`src/rtl/vcb_udm_chain.sv`:
```
// Cascaded modulo-MOD up/down counter, DIGITS stages of WIDTH bits, with load and terminal count.
// Optional synchronous set input s is built only when VCB_SET_EN is defined.
module vcb_udm_chain #(
  parameter int WIDTH  = 4,
  parameter int MOD    = 10,
  parameter int DIGITS = 2
) (
  input  logic                    clk,
  input  logic                    clr,
  input  logic                    ce,
  input  logic                    up,
  input  logic                    load,
  input  logic [DIGITS*WIDTH-1:0] din,
`ifdef VCB_SET_EN
  input  logic                    s,
`endif
  output logic [DIGITS*WIDTH-1:0] Q,
  output logic                    TC,
  output logic                    CEO
);

  localparam logic [WIDTH-1:0] DMAX = WIDTH'(MOD - 1);

  logic [WIDTH-1:0]  dig     [DIGITS];
  logic [WIDTH-1:0]  dig_nxt [DIGITS];
  logic [DIGITS-1:0] term;
  logic [DIGITS-1:0] step;

  // term[i] doubles as the wrap condition: MOD-1 when counting up, 0 when counting down.
  always_comb begin
    logic run;
    run  = ce;
    term = '0;
    step = '0;
    for (int unsigned i = 0; i < DIGITS; i++) begin
      term[i] = up ? (dig[i] == DMAX) : (dig[i] == '0);
      step[i] = run;
      run     = run & term[i];
    end
  end

  assign TC  = &term;
  assign CEO = ce & TC;

  always_comb begin
    logic [WIDTH-1:0] ld;
    for (int unsigned i = 0; i < DIGITS; i++) begin
      ld         = din[i*WIDTH +: WIDTH];
      dig_nxt[i] = dig[i];
`ifdef VCB_SET_EN
      if (s) begin
        dig_nxt[i] = DMAX;
      end else
`endif
      if (load) begin
        dig_nxt[i] = (ld > DMAX) ? DMAX : ld;
      end else if (step[i]) begin
        if (up) dig_nxt[i] = term[i] ? '0   : dig[i] + WIDTH'(1);
        else    dig_nxt[i] = term[i] ? DMAX : dig[i] - WIDTH'(1);
      end
    end
  end

  always_ff @(posedge clk) begin
    for (int unsigned i = 0; i < DIGITS; i++) begin
      if (clr) dig[i] <= '0;
      else     dig[i] <= dig_nxt[i];
    end
  end

  always_comb begin
    Q = '0;
    for (int unsigned i = 0; i < DIGITS; i++) begin
      Q[i*WIDTH +: WIDTH] = dig[i];
    end
  end

endmodule

```
`config.mk`:
```
export PLATFORM = sky130hd
export DESIGN_NAME = vcb_udm_chain
export DESIGN_NICKNAME = d
export VERILOG_FILES = /design/src/rtl/vcb_udm_chain.sv
export SDC_FILE = /design/constraint.sdc
export NUM_CORES = 1
export LEC_CHECK = 0
export ABC_AREA = 1
export CAP_MARGIN = 40
export CORE_MARGIN = 1
export CORE_UTILIZATION = 40
export DETAILED_ROUTE_END_ITERATION = 8
export GPL_TIMING_DRIVEN = 0
export MAX_ROUTING_LAYER = met4
export PLACE_DENSITY = 0.69
export SYNTH_ARGS = -nofsm -noshare
export SYNTH_HDL_FRONTEND = slang
export SYNTH_SLANG_ARGS = --single-unit
```
`constraint.sdc`:
```
create_clock -name clk -period 2.1 [get_ports clk]
set_clock_uncertainty 0.05 [all_clocks]
set_input_delay 0.42 -clock clk [delete_from_list [all_inputs] [get_ports clk]]
set_output_delay 0.42 -clock clk [all_outputs]
set_load 0.05 [all_outputs]
```
==> results_tabular.tex, run 1 <==
\begin{tabular}{lr}
\hline
Metric & Value \\
\hline
\multicolumn{2}{l}{\textbf{Power and ir drop}} \\
Maximum ir drop on the vdd rail & 0.000388 V \\
Share of power burned in registers & 33.0\% \\
Clock group share of total power & 20.6\% \\
Static leakage & 0.567 nW \\
Combinational share of power & 46.4\% \\
Power per Cell Area & 540 nW/µm² \\
Total Power Consumption & 0.000594 W \\
Net Switching & 0.000254 W \\
Switching portion of total power & 42.9\% \\
Internal power consumption & 0.000339 W \\
\multicolumn{2}{l}{\textbf{CTS}} \\
Buffers from clock root to sink, at most & 2 \\
Sink Count & 8 \\
Level count of the clock H-tree & 1 \\
Latest clock arrival within the worst-skew pair & between 200 and 300 ps \\
CTS tree & done \\
CTS Hold Bufs & 0 \\
Inserted Clock Buffers & 3 \\
Worst-path clk slew & 50 ps \\
Number of buffers added for setup after CTS & 0 \\
Clock root buffer master & sky130\_fd\_sc\_hd\_\_clkbuf\_4 \\
\multicolumn{2}{l}{\textbf{Timing}} \\
Total count of hold-check failures in the final report & 0 \\
Maximum achievable frequency & 494 MHz \\
Final clock period utilization by the worst path & between 90\% and 100\% \\
Final max-slew violation count & 0 \\
Slew headroom & 66.9\% \\
Shortest clock period the worst path allows after layout & about 2000 ps \\
Unrepaired setup endpoints after global routing & no \\
Transition at the pin with the smallest max-transition slack & $\sim$500 ps \\
Finish-stage setup viols & 0 \\
\multicolumn{2}{l}{\textbf{Worst setup path}} \\
Slowest stage cell on the critical path & sky130\_fd\_sc\_hd\_\_clkdlybuf4s50\_1 \\
CP max FO & 7 \\
Category of cells accounting for the largest share of critical-path delay & buffers and inverters \\
Number of buffer and inverter stages on the critical path & 1 \\
Worst setup SP type & flop \\
Arrival time at the worst endpoint & 1560 ps \\
Type of element capturing the critical path & primary output \\
Critical path's largest stage delay & about 850 ps \\
Crit-path cells & clkdlybuf4s50\_1 \\
CP Data Required Time & approximately 1600 ps \\
Setup Crit Path Kind & reg2out \\
\multicolumn{2}{l}{\textbf{Drt}} \\
DR pass1 iterations & 4 \\
Final wirelength & roughly 1.9 mm \\
DRC viols & 0 \\
Vias per std cell & 4.87 \\
Post-route antenna net violation count & 0 \\
Overall via count from detail\_route & approximately 900 \\
Violation count after the first detailed-route iteration & 12 \\
Detail-routed net length per standard cell & 10.3 µm \\
\multicolumn{2}{l}{\textbf{Placed design}} \\
Detailed-placement wirelength estimate & 1.51 mm \\
Number of buffer cells added on primary ports & 21 \\
Final weighted congestion in routability-driven placement & a little over 0.8 \\
Cell Area, Placed & 1070 µm² \\
\multicolumn{2}{l}{\textbf{Synthesis}} \\
Portion of the post-synthesis area used by sequential elements & between 10\% and 20\% \\
Mapped Avg Cell Area & 5.98 µm² \\
Net count after synthesis & 156 \\
Netlist Area Pre-Place & about 820 µm² \\
Synthesis warning total & 0 \\
Synth Register Bits & 8 \\
Cell variety after synth & 21 \\
Synthesized netlist cell count & 137 \\
\multicolumn{2}{l}{\textbf{GRT}} \\
Number of global-route vias before repair & 714 \\
Initial antenna violation count & 0 \\
Total overflow reported by the global router & 0 \\
Total GRT Usage & 19.2\% \\
First-pass GRT wire length & slightly below 3 mm \\
Pin count of the biggest net entering global routing & 11 \\
\multicolumn{2}{l}{\textbf{Floorplan}} \\
Row Count & 16 \\
Floorplan die height & 47.3 µm \\
Area of the core & 1940 µm² \\
Starting density of the core & between 40\% and 50\% \\
Top-Level Pins & 23 \\
Die span in x & 47.3 µm \\
Die footprint & 2230 µm² \\
\multicolumn{2}{l}{\textbf{Job}} \\
Number of maximum-capacitance constraint violations & 0 \\
\multicolumn{2}{l}{\textbf{Finish}} \\
Storage element area & 166 µm² \\
Share of layout cells above drive strength 1 & around 18\% \\
Diode count & 0 \\
Commonest non-fill, non-tap cell in the layout & sky130\_fd\_sc\_hd\_\_nand2\_1 \\
Number of nets in the finished design & 182 \\
Final core area utilization & 56.6\% \\
Flip-flop count of the largest register after layout & 8 \\
Number of fillers in the final layout & between 150 and 200 \\
Footprint of the multi-input gates & 571 µm² \\
Summed area of non-filler cells in the final layout & 1100 µm² \\
P\&R area growth vs syn & 34.0\% \\
Highest-count cells in the layout ignoring fill and taps & 33 x sky130\_fd\_sc\_hd\_\_nand2\_1, 18 x sky130\_fd\_sc\_hd\_\_clkdlybuf4s50\_1, 17 x sky130\_fd\_sc\_hd\_\_inv\_1 \\
Register with the highest flop count & dig \\
Regs by FF count & dig x8 \\
\multicolumn{2}{l}{\textbf{Min path}} \\
Class of the most critical hold timing path & reg2reg \\
\multicolumn{2}{l}{\textbf{Status}} \\
Outcome & complete, no violations \\
\hline
\end{tabular}
-- path summary, 6_finish.rpt --
check / startpoint / end / slack (ps) / depth (start not counted)
max: dig[1][2] / Q[6] / 70 / 1
min: dig[1][0] / dig[1][0] / 500 / 2
max reg2reg: dig[0][1] / dig[1][2] / 680 / 8
min reg2reg: dig[1][0] / dig[1][0] / 500 / 2
-- cells by family after synthesis --
group                      share of synthesized area (%)
and+or+nand+nor                                     44.0
buffers and inverters                               11.5
AOI/OAI and AO/OA                                   12.7
DFF                                                 19.5
adders and majority gates                           9.16
xor gates and xnor gates                            3.21
-- repair_timing --
item	4_1_cts	5_1_grt
gates cloned	0	0
resized for setup	13	6
setup endpoints to repair	2	3
pin swaps	0	0
-- stage by stage --
step | worst slack, ps | std cells | hold slack [ps] | setup TNS [ps]
finish | 73.8 | 188 | 501 | 0
global route | 2.19 | 188 | 540 | 0
CTS | 2.86 | 188 | 499 | 0
detailed placement | -339 | 185 | 490 | -645
global placement | -349 | 185 | 484 | -638
floorplan | 8.36 | 137 | 522 | 0
-- per-layer routing --
metal | share of wire [%] | track usage [%]
met3 | 4.0 | 1.15
met4 | 0.41 | 6.86
met2 | 42 | 27.4
met5 | 0 | -
met1 | 53 | 28.1
-- power by group through the flow --
stage	logic, W	clock network, W	registers [W]
final	0.000275	0.000123	0.000196
after global routing	0.000305	0.000134	0.000199
after CTS	0.000274	0.000123	0.000195
after detailed placement	0.000273	0	0.000198
after global placement	0.000270	0	0.000197
after floorplan	0.000143	0	0.000242
-- Yosys cell counts (all sizes together) --
master / instances / area (µm²)
nor3: 1 / 5.00
a21oi: 5 / 32.5
xnor2: 1 / 8.76
inv: 23 / 86.3
nand2: 38 / 153
nand3: 15 / 95.1
dfxtp: 8 / 160
nand4: 5 / 37.5
a31oi: 1 / 6.26
o21ai: 13 / 65.1
buf: 1 / 7.51
ha: 6 / 75.1
xor2: 2 / 17.5
nor2: 18 / 70.1
-- final cells by class --
type                            count  area share (%)
Timing Repair Buffer               21            19.2
Tap cell                           27            3.08
Inverter                           23            7.86
Multi-Input combinational cell    105            51.9
Sequential cell                     8            15.1
Clock buffer                        3            2.05
Buffer                              1           0.683
(Power assumes the default switching activity.)
==> run 2: changes to the inputs <==
- SETUP_SLACK_MARGIN: unset -> 0.3
- clock period: 2.1 -> 2.41 ns (I/O delays scaled with it)
==> results_tabular.tex, run 2 (synthesis results as in run 1) <==
\begin{tabular}{lr}
\hline
Metric & Value \\
\hline
\multicolumn{2}{l}{\textbf{Status}} \\
Outcome & complete, no violations \\
\multicolumn{2}{l}{\textbf{Timing}} \\
Final max-slew violation count & 0 (unchanged) \\
Total count of hold-check failures in the final report & 0 (unchanged) \\
Aggregate negative setup slack & 0 ps (unchanged) \\
Unrepaired setup endpoints after global routing & yes \\
Final clock period utilization by the worst path & between 80\% and 90\% \\
Slew headroom & 66.4\% (-0.56 points) \\
Transition at the pin with the smallest max-transition slack & 504 ps (+8.46 ps) \\
Finish-stage setup viols & 0 (unchanged) \\
Shortest clock period the worst path allows after layout & 2070 ps \\
Maximum achievable frequency & 483 MHz \\
Worst path setup slack after routing & 342 ps (+268 ps) \\
\multicolumn{2}{l}{\textbf{GRT}} \\
Total overflow reported by the global router & 0 (unchanged) \\
Total GRT Usage & 19.5\% (+0.32 points) \\
Pin count of the biggest net entering global routing & 11 (unchanged) \\
Number of global-route vias before repair & 728 (+2.0\%) \\
First-pass GRT wire length & 2.98 mm (+0.24\%) \\
Initial antenna violation count & 0 (unchanged) \\
\multicolumn{2}{l}{\textbf{Worst setup path}} \\
Worst setup SP type & flop \\
Arrival time at the worst endpoint & 1540 ps (-20 ps) \\
CP Data Required Time & 1880 ps (+250 ps) \\
Setup Crit Path Kind & reg2out \\
CP max FO & 6 (-1) \\
Type of element capturing the critical path & primary output \\
\multicolumn{2}{l}{\textbf{Placed design}} \\
Final weighted congestion in routability-driven placement & 0.795 (-3.3\%) \\
Pre-CTS setup slack & -128 ps (+211 ps) \\
Number of buffer cells added on primary ports & 21 (unchanged) \\
Detailed-placement wirelength estimate & 1.55 mm (+2.7\%) \\
\multicolumn{2}{l}{\textbf{Finish}} \\
Register with the highest flop count & dig \\
Flip-flop count of the largest register after layout & 8 (unchanged) \\
Number of nets in the finished design & 185 (+1.6\%) \\
Diode count & 0 (unchanged) \\
Highest-count cells in the layout ignoring fill and taps & 31 x sky130\_fd\_sc\_hd\_\_nand2\_1, 16 x sky130\_fd\_sc\_hd\_\_inv\_1, 15 x sky130\_fd\_sc\_hd\_\_nor2\_1, 15 x sky130\_fd\_sc\_hd\_\_clkdlybuf4s50\_1 \\
Number of fillers in the final layout & 202 (+1.5\%) \\
Share of layout cells above drive strength 1 & 23.8\% (+5.8 points) \\
Commonest non-fill, non-tap cell in the layout & sky130\_fd\_sc\_hd\_\_nand2\_1 \\
Storage element area & 169 µm² (+1.5\%) \\
Footprint of the multi-input gates & 598 µm² (+4.8\%) \\
Regs by FF count & dig x8 \\
P\&R area growth vs syn & 41.7\% \\
\multicolumn{2}{l}{\textbf{Power and ir drop}} \\
Maximum ir drop on the vdd rail & 0.000355 V (-8.6\%) \\
Total Power Consumption & 0.000534 W (-10\%) \\
Power per Cell Area & 460 nW/µm² (-15\%) \\
Static leakage & 0.617 nW (+8.8\%) \\
\multicolumn{2}{l}{\textbf{CTS}} \\
Worst-path clk slew & 50 ps (about the same) \\
Clock root buffer master & sky130\_fd\_sc\_hd\_\_clkbuf\_4 \\
CTS tree & done \\
CTS Hold Bufs & 0 (unchanged) \\
Inserted Clock Buffers & 3 (unchanged) \\
Sink Count & 8 (unchanged) \\
Latest clock arrival within the worst-skew pair & 250 ps (about the same) \\
Level count of the clock H-tree & 1 (unchanged) \\
Buffers from clock root to sink, at most & 2 (unchanged) \\
\multicolumn{2}{l}{\textbf{Drt}} \\
Final wirelength & 2.00 mm (+3.5\%) \\
Violation count after the first detailed-route iteration & 16 (+4) \\
DR pass1 iterations & 5 (+1) \\
Post-route antenna net violation count & 0 (unchanged) \\
Detail-routed net length per standard cell & 10.5 µm (+1.8\%) \\
Vias per std cell & 4.81 (-1.4\%) \\
Overall via count from detail\_route & 918 (+0.22\%) \\
DRC viols & 0 (unchanged) \\
\multicolumn{2}{l}{\textbf{Floorplan}} \\
Row Count & 16 (unchanged) \\
Top-Level Pins & 23 (unchanged) \\
Floorplan die height & 47.3 µm (unchanged) \\
Die footprint & 2230 µm² (unchanged) \\
Area of the core & 1940 µm² (unchanged) \\
Starting density of the core & 42.2\% (unchanged) \\
Die span in x & 47.3 µm (unchanged) \\
\multicolumn{2}{l}{\textbf{Job}} \\
Number of maximum-capacitance constraint violations & 0 (unchanged) \\
\multicolumn{2}{l}{\textbf{Min path}} \\
Class of the most critical hold timing path & reg2reg \\
\hline
\end{tabular}
## run 2: cell count changes in the layout (fill, tap and decap cells not counted), sizes merged
| cell | before | now |
|---|---|---|
| buf | 3 | 6 |
| clkdlybuf4s50 | 18 | 15 |
| dlygate4sd2 | 0 | 1 |
| dlymetal6s2s | 1 | 3 |
## run 2: repair_timing
item / 4_1_cts / 5_1_grt
buffers inserted: 0 / 3
setup endpoints to repair: 3 / 5
pin swaps: 0 / 6
gates resized for setup: 14 / 18
## run 2: final cells by class
type                    instances  share of cell area (%)
flip-flops and latches          8                    14.5
well taps                      27                    2.91
inverters                      23                    7.65
clock buffers                   3                    1.94
repair buffers                 24                    20.8
multi-input cells             105                    51.5
plain buffers                   1                   0.647
## run 2: worst paths after layout
check                                from        end  slack [ps]  cells past startpoint
worst max-delay path            dig[1][0]       Q[4]         340                      2
worst min-delay path            dig[1][0]  dig[1][0]         480                      2
worst max register to register  dig[0][0]  dig[1][0]         970                      8
worst min register to register  dig[1][0]  dig[1][0]         480                      2
## run 2: metal layers
layer | track usage [%] | vias to the layer above | wire, µm
met2 | 28.8 | 27 | 868
met5 | - | - | 0
met1 | 27.2 | 390 | 1010
met4 | 8.57 | 0 | 29
met3 | 1.15 | 5 | 89
li1 | - | 496 | -
## run 2: stage by stage
stage	instances	util [%]	hold WS (ps)	area, µm²
detailed placement	185	55.1	486	1070
CTS	188	56.1	494	1090
global route	191	59.8	519	1160
finish	191	59.8	482	1160
floorplan	137	-	579	826
global placement	185	55.1	485	1070
## run 2: critical path, cell delays in order, from the launching register on
cell	delay, ps
sky130_fd_sc_hd__dfxtp_4	370
sky130_fd_sc_hd__buf_4	120
sky130_fd_sc_hd__clkdlybuf4s50_1	790
## run 2: report_power, final
| part | internal, W | switching (W) | total [W] |
|---|---|---|---|
| logic | 0.000103 | 0.000157 | 0.000260 |
| clock network | 0.0000571 | 0.0000474 | 0.000105 |
| registers | 0.000146 | 0.0000231 | 0.000169 |
